===== config.mk =====
export PLATFORM = sky130hd
export DESIGN_NAME = truth_table_sweeper
export DESIGN_NICKNAME = d
export VERILOG_FILES = /design/src/rtl/sweep_pkg.sv /design/src/rtl/sweep_misr.sv /design/src/rtl/truth_table_sweeper.sv
export SDC_FILE = /design/constraint.sdc
export NUM_CORES = 1
export LEC_CHECK = 0
export CORE_MARGIN = 5
export CORE_UTILIZATION = 51
export CTS_BUF_LIST = sky130_fd_sc_hd__clkbuf_8
export CTS_CLUSTER_DIAMETER = 60
export DETAILED_ROUTE_END_ITERATION = 12
export GPL_TIMING_DRIVEN = 1
export PLACE_DENSITY = 0.95
export RECOVER_POWER = 50
export SKIP_LAST_GASP = 1
export SLEW_MARGIN = 20
export SYNTH_ARGS = -nofsm -noshare
export SYNTH_HDL_FRONTEND = slang
export SYNTH_HIERARCHICAL = 1
export SYNTH_SLANG_ARGS = --single-unit
export TNS_END_PERCENT = 30

===== constraint.sdc =====
create_clock -name Clock -period 4.3 [get_ports Clock]
set_input_delay 0.645 -clock Clock [delete_from_list [all_inputs] [get_ports Clock]]
set_output_delay 0.645 -clock Clock [all_outputs]
set_load 0.02 [all_outputs]

===== src/rtl/sweep_pkg.sv =====
// Shared types and constants for the truth-table sweeper.
// The MISR constants are used only when SWEEP_MISR_EN is defined.
package sweep_pkg;

  typedef enum logic [1:0] {
    IDLE,
    WAIT,
    SAMPLE,
    DONE
  } state_t;

  localparam logic [15:0] MISR_POLY = 16'h1021;
  localparam logic [15:0] MISR_SEED = 16'hFFFF;

  function automatic int cnt_width(input int settle);
    return (settle < 1) ? 1 : $clog2(settle + 1);
  endfunction

endpackage


===== src/rtl/sweep_misr.sv =====
// 16-bit Galois MISR, x^16+x^12+x^5+1, for the sweep signature.
// Instantiated by truth_table_sweeper only under SWEEP_MISR_EN.
module sweep_misr
  import sweep_pkg::*;
(
  input  logic        clk,
  input  logic        rst_n,
  input  logic        init,
  input  logic        shift,
  input  logic [15:0] din,
  output logic [15:0] sig
);

  logic [15:0] fb;

  assign fb = sig[15] ? MISR_POLY : 16'h0000;

  always_ff @(posedge clk or negedge rst_n) begin
    if (!rst_n) begin
      sig <= 16'h0000;
    end else if (init) begin
      sig <= MISR_SEED;
    end else if (shift) begin
      sig <= {sig[14:0], 1'b0} ^ fb ^ din;
    end
  end

endmodule


===== src/rtl/truth_table_sweeper.sv =====
// Exhaustive input sweep and truth-table capture for a combinational unit.
// Define SWEEP_MISR_EN to add a MISR signature over the sampled outputs.
module truth_table_sweeper
  import sweep_pkg::*;
#(
  parameter int N_IN   = 4,
  parameter int N_OUT  = 2,
  parameter int SETTLE = 1
) (
  input  logic                      Clock,
  input  logic                      Reset_b,
  input  logic                      Start,
  input  logic                      Abort,
  output logic [N_IN-1:0]           Vec,
  input  logic [N_OUT-1:0]          F,
  input  logic [N_OUT*(1<<N_IN)-1:0] Exp_Table,
  output logic [N_OUT*(1<<N_IN)-1:0] Result,
  output logic                      Busy,
  output logic                      Done,
  output logic [N_IN:0]             Err_Count,
  output logic [15:0]               Signature
);

  localparam int NV = 1 << N_IN;
  localparam int TW = N_OUT * NV;
  localparam int IW = $clog2(TW);
  localparam int CW = cnt_width(SETTLE);
  localparam logic [N_IN-1:0] VMAX = '1;

  state_t          state;
  logic [CW-1:0]   cnt;
  logic [TW-1:0]   res_nxt;
  logic            hit_err;
  logic [IW-1:0]   idx;

  // Merge this vector's F bits into the table and flag any mismatch
  always_comb begin
    res_nxt = Result;
    hit_err = 1'b0;
    idx     = '0;
    for (int k = 0; k < N_OUT; k++) begin
      idx = IW'(k * NV) + IW'(Vec);
      res_nxt[idx] = F[k];
      if (F[k] != Exp_Table[idx]) hit_err = 1'b1;
    end
  end

  always_ff @(posedge Clock or negedge Reset_b) begin
    if (!Reset_b) begin
      state     <= IDLE;
      cnt       <= '0;
      Vec       <= '0;
      Result    <= '0;
      Busy      <= 1'b0;
      Done      <= 1'b0;
      Err_Count <= '0;
    end else if (Abort) begin
      state <= IDLE;
      Vec   <= '0;
      Busy  <= 1'b0;
      Done  <= 1'b0;
    end else begin
      case (state)
        IDLE, DONE: begin
          if (Start) begin
            state     <= WAIT;
            Result    <= '0;
            Err_Count <= '0;
            Vec       <= '0;
            cnt       <= CW'(SETTLE);
            Busy      <= 1'b1;
            Done      <= 1'b0;
          end
        end
        WAIT: begin
          if (cnt != '0) cnt <= cnt - 1'b1;
          else           state <= SAMPLE;
        end
        SAMPLE: begin
          Result <= res_nxt;
          if (hit_err) Err_Count <= Err_Count + 1'b1;
          if (Vec == VMAX) begin
            state <= DONE;
            Busy  <= 1'b0;
            Done  <= 1'b1;
          end else begin
            state <= WAIT;
            Vec   <= Vec + 1'b1;
            cnt   <= CW'(SETTLE);
          end
        end
        default: state <= IDLE;
      endcase
    end
  end

`ifdef SWEEP_MISR_EN
  logic start_go;
  logic do_sample;

  assign start_go  = !Abort && Start &&
                     (state == IDLE || state == DONE);
  assign do_sample = !Abort && (state == SAMPLE);

  sweep_misr u_misr (
    .clk   (Clock),
    .rst_n (Reset_b),
    .init  (start_go),
    .shift (do_sample),
    .din   (16'(F)),
    .sig   (Signature)
  );
`else
  assign Signature = 16'h0000;
`endif

endmodule


After elaboration in Yosys (flattened, before gate mapping):

Cells that the tools add are included.
Widths: inputs -> output; s select.

* bits in registers: 46
* output and inout port bits: 59
* input port bits: 38

* mux-type cells: 37
* reductions and logical operators: 12
* bitwise logic cells: 1
* order comparisons: 4
* add/sub/neg operators: 4
* eq/ne operators: 13

Operator list (count)
* $bwmux 32: 2
* $pmux 32 s2: 1
* $mux 32: 1
* $mux 1: 14
* $mux 4: 3
* $ne 3x3->1 const B: 4
* $reduce_and 3->1: 4
* $mux 5: 2
* $pmux 5 s2: 1
* $mux 2: 4
* $pmux 4 s2: 1
* $lt 4x6->1 const B: 1
* $lt 5x6->1 const B: 1
* $ne 2x2->1 const B: 3
* $pmux 2 s3: 1
* $add 5x1->5 const B: 1
* $add 5x4->5 const A: 1
* $bmux 1 s5: 1
* $demux 1 s5: 1
* $ge 5x1->1 const B: 1
* $add 4x1->4 const B: 1
* $bmux 1 s4: 1
* $demux 1 s4: 1
* $eq 2x2->1 const B: 2
* other kinds (15): 18

Longest topological paths before layout:

Gate-level depths: netlist (run 1).

* depth in word-level cells: 7
* gate-level depth with buffers: 9
* mapped depth without buffers: 8

Least setup slack after synthesis (run 1):

No wires, ideal clock.

* path type: register to register
* start: register Vec[1]
* end: register Err_Count[0]
* slack: 1.965 ns
* clock period less this slack: 2.335 ns
* required time: 4.175 ns
* arrival: 2.210 ns
* cell stages (with the launch flop): 8
* library setup time: 0.125 ns
* cells stage by stage: dfrtp_1 -> buf_6 -> mux4_1 -> nand4b_1 -> o21ai_1 -> nor4_2 -> o21a_4 -> mux2_4

* longest elaborated chain between the ends: 7
* elaborated cells between the ends (all ways): 11
* those cells by class: add/sub: 1; eq/ne: 3; mux: 6; reduce/logical: 1

RTL lines
* from (decl): line truth_table_sweeper.sv:14 `output logic [N_IN-1:0] Vec,`
* from (signal assigned): line truth_table_sweeper.sv:88 `Vec <= Vec + 1'b1;`
* $add 5x4->5 or $bmux 1 s4 (tied branches): line truth_table_sweeper.sv:42, truth_table_sweeper.sv:44
* $bmux 1 s5 or $mux 1 (tied branches): line truth_table_sweeper.sv:44 `if (F[k] != Exp_Table[idx]) hit_err = 1'b1;`
* $mux 1 (implied by the code) or $ne 1x1->1 (tied branches): line truth_table_sweeper.sv:44
* $ne 1x1->1 or $mux 1 (tied branches): line truth_table_sweeper.sv:44
* $mux 1 (*): line truth_table_sweeper.sv:44
* $ne 2x2->1 (no source line) (*)
* $reduce_and 4->1 (no source line) (*)
* to (signal assigned): line truth_table_sweeper.sv:81 `if (hit_err) Err_Count <= Err_Count + 1'b1;`
* to (decl): line truth_table_sweeper.sv:20 `output logic [N_IN:0] Err_Count,`

Mark *: on every way between the ends. The rest lies on a longest branch, timed or not. The select of a mux whose other input is x is not followed.
A chain may end at the register's enable or synchronous reset.

Worst setup path in the final report (run 1):

* start: register state[0]
* end: register Err_Count[0]

* longest elaborated chain between the ends: 4
* elaborated cells between the ends (all ways): 9
* those cells by class: eq/ne: 4; mux: 1; reduce/logical: 4

RTL lines
* from (decl): line truth_table_sweeper.sv:30 `state_t state;`
* from (signal assigned): line truth_table_sweeper.sv:50 `state <= IDLE;`
* from (signal assigned): line truth_table_sweeper.sv:58 `state <= IDLE;`
* from (signal assigned): line truth_table_sweeper.sv:66 `state <= WAIT;`
* $eq 2x2->1 or $logic_not 2->1 (tied branches): line truth_table_sweeper.sv:63 `case (state)`
* $reduce_or 2->1: line truth_table_sweeper.sv:63
* $ne 2x2->1 (no source line) or $reduce_bool 2->1 (tied branches)
* $reduce_and 4->1 (no source line)

Parallel ways exist; a longest one is shown, timed or not.

==> results.txt, run 1 <==
The flow ran to the end, but the final reports show violations. The final reports fail on max-capacitance violations, max-slew violations. Dividing the detail-routed via count by the number of cells gives 5.62. The critical path is of the reg -> reg type. The net count of the finished layout is 421.

The row count is 27. For the final-report max-slew violation count, the log shows 96. The clock passes through at most 2 buffers. The H-tree generated during clock tree synthesis spans 2 levels. The y dimension of the die is 84.5 um, and the final setup violation count is 0. The initial utilization of the core area, before any placement, comes to 52.1%. The top cell types in the final layout, fill and taps aside, are clkdlybuf4s50_1, nand2_1, dfrtp_1, o21ai_0, a22o_1. Predominant post-synthesis flop cell: dfrtp_1.

In this run the power density over the cells is 247 nW/um2. At the worst endpoint, the required time is 4.50 ns. The number of synthesized register bits was 46; the first-iteration detailed-routing DRC count was 182. Max-cap violations in this run came to 2. The tools report the initial antenna violation count as 0. The final HPWL from detailed placement was 5290 um; the number of nets with antenna violations after routing was 0. Setup repair after global routing left no endpoint under its margin. Measured along the x axis, the die boundary spans 84.5 um. After synthesis, the mean cell area works out to 9.26 um2. The global route total overflow came out at 0.

Traced cell by cell, the critical path runs through inv_1 > ha_1 > clkbuf_1 > nand2_1 > a2bb2oi_2 > o21a_4 > mux2_4. The tools report the quantity of hold-fixing buffers added after cts as 0. Once the clock tree was built, the setup fixing pass inserted 0 buffers. The run gives 40.6% as the sequential element share of the synthesized area. The tools report the final-layout setup total negative slack as 0 ns. After synthesis, the cell types taking the most area are dfrtp_1, a22o_1, nand2_1. In the finished design, the share of the clock period the worst path needs comes to 72.2%.

The first-pass iteration count of the detailed router is 4. The number of warnings issued by yosys was 6. The critical path launch point type was a register. Of all flip-flops after synthesis, the portion carrying an async set or reset was 100%. The tools report the area of the placeable core as 5440 um2.

Derived from the worst setup path, the maximum achievable clock frequency is 322 MHz. Counting tap cells, the placed design contains a total of 441 instances. The adder-cell share of the synthesized area was 3.09%. The highest-delay cell along the critical path was clkbuf_1. The simple-gate portion of the synthesized area is 15.3%.

The area growth from synthesis to layout is 29.9%. Counting flops with a built-in enable in the synthesized netlist gives 0. The tools report the highest ir drop seen on vdd as 0.154 mV. The final weighted congestion in routability-driven placement was 0.796; the total number of cells along the worst setup path was 7.

The cell count of the worst reg-to-reg path is 7, and the hold path depth is 1. The fraction of synthesized cell area taken by the top area cell type came out at 40.6%. Multiplexer cells account for 8.44% of the synthesized area. For this block, the via count after detailed routing is 2,519.

Dividing the detail-routed wire length by the instance count gives 15.9 um. The number of design rule violations left after detail routing is 0, and the clock transition at the register clock pins on the worst setup and hold paths after CTS is 0.09 ns. Together, buffers and inverters on the worst path number 2.

Leaving out fill and tap cells, the most frequent cell in the layout is clkdlybuf4s50_1. The number of standard cells after synthesis is 306, and the number of top-level design ports is 97. In this run the worst hold path is classified as reg -> reg. On the critical path the largest part of the delay comes from buffers and inverters. The number of cells in the finished layout apart from fillers is 448. Largest family of logic cells by synthesized area: compound AO/OA/AOI/OAI gates. Data arrives at the worst endpoint at 3.30 ns. Summing the areas of all compound-gate instances in the mapped netlist gives 22.9% of the synthesized area. Entering global routing, the biggest net connects 49 pins. Clock tree synthesis inserted a total of 5 buffers. Of all cell types, the one taking the most synthesized area is dfrtp_1. Summed over all layers, the routed wires come to 7140 um. For the total global routing track utilization, the log shows 19.1%. The number of antenna diodes in the final layout is 0.

The cell area that synthesis handed to floorplanning was 2830 um2. Counting distinct cell types in the post-synthesis netlist gives 44. Summing all multi-input logic gate instances after layout gives 1490 um2. The transition time of the tightest slew-check pin was 2.38 ns.

Summing all flip-flop and latch instances after layout gives 1150 um2. The run gives 0 as the number of resized instances in the post-cts repair step. TritonCTS built the clock tree. The share of final-layout standard cells stronger than drive strength 1 is 4.79%.

The routed design could run at a clock period as short as 3.10 ns. The die covers 7140 um2. Clock skew on the completed layout was measured at 0.00801 ns. Along the worst path, the maximum fanout reaches 48. Port buffering added 80 buffers.

Headroom to the max-slew limit came out at -58.8%. The first global-routing pass estimated 11,100 um of wire. The xor and xnor fraction of the mapped netlist area works out to 0.618%.

The via count of the first global-routing pass was 2,284. The clock root buffer is clkbuf_8. The count of clock tree sinks is 46, and the maximum cell stage delay along the critical path is 1.41 ns.

For this design the static power due to leakage is 1.53 nW. The run gives 431 as the total of fill cells in the finished design. The tools report the final number of hold-violating endpoints as 0. The clock latency at the later pin of the worst-skew pair is 0.31 ns.

The capturing element type of the critical path was a register.
-- cells in the mapped netlist, types with 2 or more instances --
master / n
nand3_1: 6
a22o_1: 32
o21ai_0: 40
or2_2: 2
mux4_2: 3
a21oi_1: 11
o21ai_1: 2
mux2i_1: 13
a211oi_1: 2
or3_1: 2
o211ai_1: 3
buf_4: 17
nor2b_1: 8
inv_1: 10
clkbuf_1: 13
nand3b_1: 2
ha_1: 7
a22oi_1: 2
nand2_1: 57
dfrtp_1: 46
nor4b_1: 2
nor2_1: 4
-- routing by layer --
layer,routed length [um],up-vias,track usage [%]
li1,-,1205,-
met4,99,0,6.19
met2,3670,124,33.6
met1,2790,1178,22.9
met5,0,-,0
met3,576,12,4.51
-- registers in the layout (all words and copies together), names as in the netlist --
signal	flops
Busy	1
Err_Count	5
Vec	4
cnt	1
state	2
Result	32
Done	1
-- final cells by class --
| cell class | count | area share, % |
|---|---|---|
| multi-input combinational | 232 | 40.5 |
| inverter | 10 | 1.02 |
| sequential | 46 | 31.3 |
| clock buffer | 6 | 2.24 |
| tap | 72 | 2.45 |
| timing repair buffer | 81 | 21.7 |
| clock inverter | 1 | 0.816 |
-- logic make-up after synthesis --
family | count (synthesis)
other | 1
buffers and inverters | 43
and+or+nand+nor | 92
DFF | 46
AOI/OAI and AO/OA | 97
muxes | 18
adders and majority gates | 7
xor gates and xnor gates | 2
-- power by group --
group | internal, mW | switching, mW
Sequential | 0.438 | 0.00547
Combinational | 0.0566 | 0.0776
Clock | 0.186 | 0.146
-- stage by stage --
| step | power (mW) | hold WS, ns | util, % | setup slack (ns) | cell area (um2) |
|---|---|---|---|---|---|
| 2_1_floorplan | 0.537 | 0.349 | - | 1.96 | 2890 |
| 3_3_place_gp | 0.581 | 0.518 | 65.6 | 1.50 | 3570 |
| 3_5_place_dp | 0.585 | 0.519 | 65.6 | 1.44 | 3570 |
| 4_1_cts | 0.909 | 0.533 | 67.7 | 1.44 | 3680 |
| 5_1_grt | 0.942 | 0.555 | 67.6 | 0.991 | 3680 |
| 6_report | 0.909 | 0.530 | 67.6 | 1.20 | 3680 |
-- path summary, 6_finish.rpt --
path | startpoint | to | slack [ns]
worst max-delay path | state[0]$_DFFE_PN0P_ | Err_Count[0]$_DFFE_PN0P_ | 1.20
worst min-delay path | Result[9]$_DFFE_PN0P_ | Result[9]$_DFFE_PN0P_ | 0.53
worst max register to register | state[0]$_DFFE_PN0P_ | Err_Count[0]$_DFFE_PN0P_ | 1.20
worst min register to register | Result[9]$_DFFE_PN0P_ | Result[9]$_DFFE_PN0P_ | 0.53
max in group asynchronous | Reset_b | Result[2]$_DFFE_PN0P_ | 1.89
min in group asynchronous | Reset_b | Result[22]$_DFFE_PN0P_ | 1.05
No activity file was read; power rests on OpenSTA's default activity.
==> inputs of run 2 (changes only) <==
CORE_UTILIZATION = 43   (was 51)
PLACE_DENSITY = 0.9   (was 0.95)
clock period = 2.61 ns   (was 4.3 ns; I/O delays follow)
==> results.txt, run 2 (synthesis results as in run 1) <==
The tools report the worst path setup slack after routing as 0.250 ns (-0.947 ns). The run gives 0.816 (+2.4%) as the final weighted congestion in routability-driven placement. The initial antenna violation count was 0 (unchanged); the number of cells in the finished layout apart from fillers was 463 (+3.3%). The tools report the instance count after placement with tap cells included as 455 (+3.2%).

Y dimension of the die: 91.2 um (+7.9%). The worst register-to-register path begins at state[0]$_DFFE_PN0P_. The worst setup path startpoint was state[0]$_DFFE_PN0P_.

The tools report the largest buffer count on any clock path as 2 (unchanged). The clock latency at the later pin of the worst-skew pair is 0.30 ns (about the same), and the number of levels in the clock H-tree is 2 (unchanged). The cell count of the worst reg-to-reg path came out at 8 (+1).

The logs give 5 (unchanged) for the number of clock buffers inserted by TritonCTS and 29 (+7.4%) for the row count. The final HPWL from detailed placement is 5470 um (+3.3%). The critical path goes through inv_1 > ha_1 > nor2b_1 > or2_2 > nor2_1 > nand2_1 > o21ai_0 > a22o_1.

Leaving out fill and tap cells, the most frequent cell in the layout is clkdlybuf4s50_1. The logs give 0 (-2) for the number of max-cap violations and 58.5% (-9.2 points) for the final design utilization. The share of the clock period used by the worst path after layout is 90.4% (+18 points). The tools report the number of design rule violations left after detail routing as 0 (unchanged). The maximum cell stage delay along the critical path was 0.37 ns (-1.04 ns). The tools report the total power after layout as 1.39 mW (+53%).

For the final-report max-slew violation count, the log shows 0 (-100%). The first-iteration detailed-routing DRC count was 110 (-40%). The run gives 4 (unchanged) as the first-pass iteration count of the detailed router.

The flip-flop count of the largest register, all copies and words added works out to 32 (unchanged). The highest ir drop seen on vdd is 0.219 mV (+42%), and the power per cell area is 373 nW/um2 (+51%). The run gives 0.0433 ns (-1.40 ns) as the minimum setup slack after placement. Normalized max-slew margin: 25.2% (+84 points). The number of buffer cells added on primary ports came out at 80 (unchanged).

Total length of routed wires: 6990 um (-2.0%). The shortest clock period the worst path allows after layout works out to 2.36 ns (-0.743 ns). The clock transition at the register clock pins on the worst setup and hold paths after CTS came out at 0.09 ns (about the same). The flow ran to the end, and the final reports show no timing, DRC or antenna violations. The total die area came out at 8310 um2 (+16%).

The maximum clock frequency was 424 MHz (+31%). TritonCTS built the clock tree. The run gives 47 (-4.1%) as the maximum number of pins on one net before global-route repair.

STA classifies the critical path startpoint as a register. The largest fanout of any net on the critical path works out to 16 (-67%). The tools report the total number of vias as 2,558 (+1.5%). Counting flops per register, the top entry is Result. The run gives 0 (unchanged) as the number of nets with antenna violations after routing.

The critical path in this run is classified as reg -> reg. On the critical path, the stage with the largest delay is an instance of dfrtp_1. The tools report the first-pass GRT wire length as 11,800 um (+6.4%). The required time reported for the critical path endpoint was 2.85 ns (-1.65 ns).

The largest registers in the layout are Result x32, Err_Count x5, Vec x4. The logs give 17.0% (-2.1 points) for the total global routing track utilization and 0 ns (unchanged) for the final-layout setup total negative slack. Leaving out fill and tap cells, the most frequent cells in the layout are clkdlybuf4s50_1, nand2_1, dfrtp_1, o21ai_0, a22o_1. The count of clock tree sinks is 46 (unchanged), and the global route total overflow is 0 (unchanged).

The transition time of the tightest slew-check pin is 1.12 ns (-1.26 ns). The data arrival time of the critical path is 2.60 ns (-0.70 ns), and the final number of hold-violating endpoints is 0 (unchanged). The synthesis-to-layout area growth is 31.8%. The maximum clock skew at final layout came out at 0.00968 ns (+0.00167 ns). Clock tree synthesis selected as its root buffer the cell clkbuf_8.

For the reported leakage power, the log shows 1.57 nW (+2.9%). The final setup violation count is 0 (unchanged), and the quantity of hold-fixing buffers added after cts is 0 (unchanged). The number of resized instances in the post-cts repair step was 0 (unchanged).

The worst setup path is captured at a register. The run gives 44.4% (-7.7 points) as the effective utilization at floorplan. The die span in x is 91.2 um (+7.9%).

Number of top-level design ports: 97 (unchanged). Setup repair after global routing left no endpoint under its margin. The class of the most critical hold timing path is in -> async. The tools report the antenna diode count as 0 (unchanged).

The average wire length per cell after detail routing is 15.1 um (-5.2%). The run gives 430 (+2.1%) as the net count reported at finish. The via density per instance is 5.52 (-1.7%).

The total setup buffers inserted after CTS was 0 (unchanged); the area of the placeable core was 6390 um2 (+17%). The tools report the via count of the first global-routing pass as 2,556 (+12%). The share of final-layout standard cells stronger than drive strength 1 works out to 7.51% (+2.7 points).
## run 2: worst max-delay path: cells and delay by family (launching register included)
family,cells,cell delay (ns)
adder cells (fa/ha/maj),1,0.34
buffers and inverters,1,0.06
AO/OA/AOI/OAI,2,0.47
AND/OR/NAND/NOR,4,1.06
flip-flops,1,0.37
## run 2: power breakdown
group	internal [mW]	total [mW]	switching (mW)	leakage, nW
registers	0.721	0.729	0.00802	0.636
clock network	0.188	0.438	0.249	0.0441
logic	0.0975	0.224	0.127	0.891
total	1.01	1.39	0.384	1.57
## run 2: area by class of cell
cell class / instances / area [um2]
well taps: 77 / 96.3
multi-input cells: 232 / 1490
fillers: 550 / 2650
repair buffers: 90 / 871
clock buffers: 5 / 68.8
clock inverters: 3 / 21.3
inverters: 10 / 37.5
flip-flops and latches: 46 / 1150
## run 2: worst paths after layout
check,to,slack (ns)
hold / removal,Result[24]$_DFFE_PN0P_,0.29
setup reg to reg,Result[23]$_DFFE_PN0P_,0.25
max in group asynchronous,Busy$_DFFE_PN0P_,1.64
setup / recovery,Result[23]$_DFFE_PN0P_,0.25
min in group Clock,Result[15]$_DFFE_PN0P_,0.54
hold reg to reg,Result[15]$_DFFE_PN0P_,0.54
## run 2: metal layers
metal / track usage, % / part of all wire (%)
met2: 30.4 / 51
met4: 5.38 / 1.7
met3: 4.71 / 8.8
met5: 0 / 0
met1: 19.6 / 39
## run 2: through the flow
stage                     instance area [um2]  hold WS [ns]
final                                    3730         0.290
after global routing                     3730         0.405
after CTS                                3730         0.283
after detailed placement                 3640         0.521
after global placement                   3640         0.512
after floorplan                          2890        0.0959
==> inputs of run 3 (changes only) <==
SYNTH_HIERARCHICAL = unset   (was 1)
==> results of run 3 <==
Final layout, timing and power as in run 2 (identical DEF).
Main changes from that run: Yosys warning count 6 -> 0
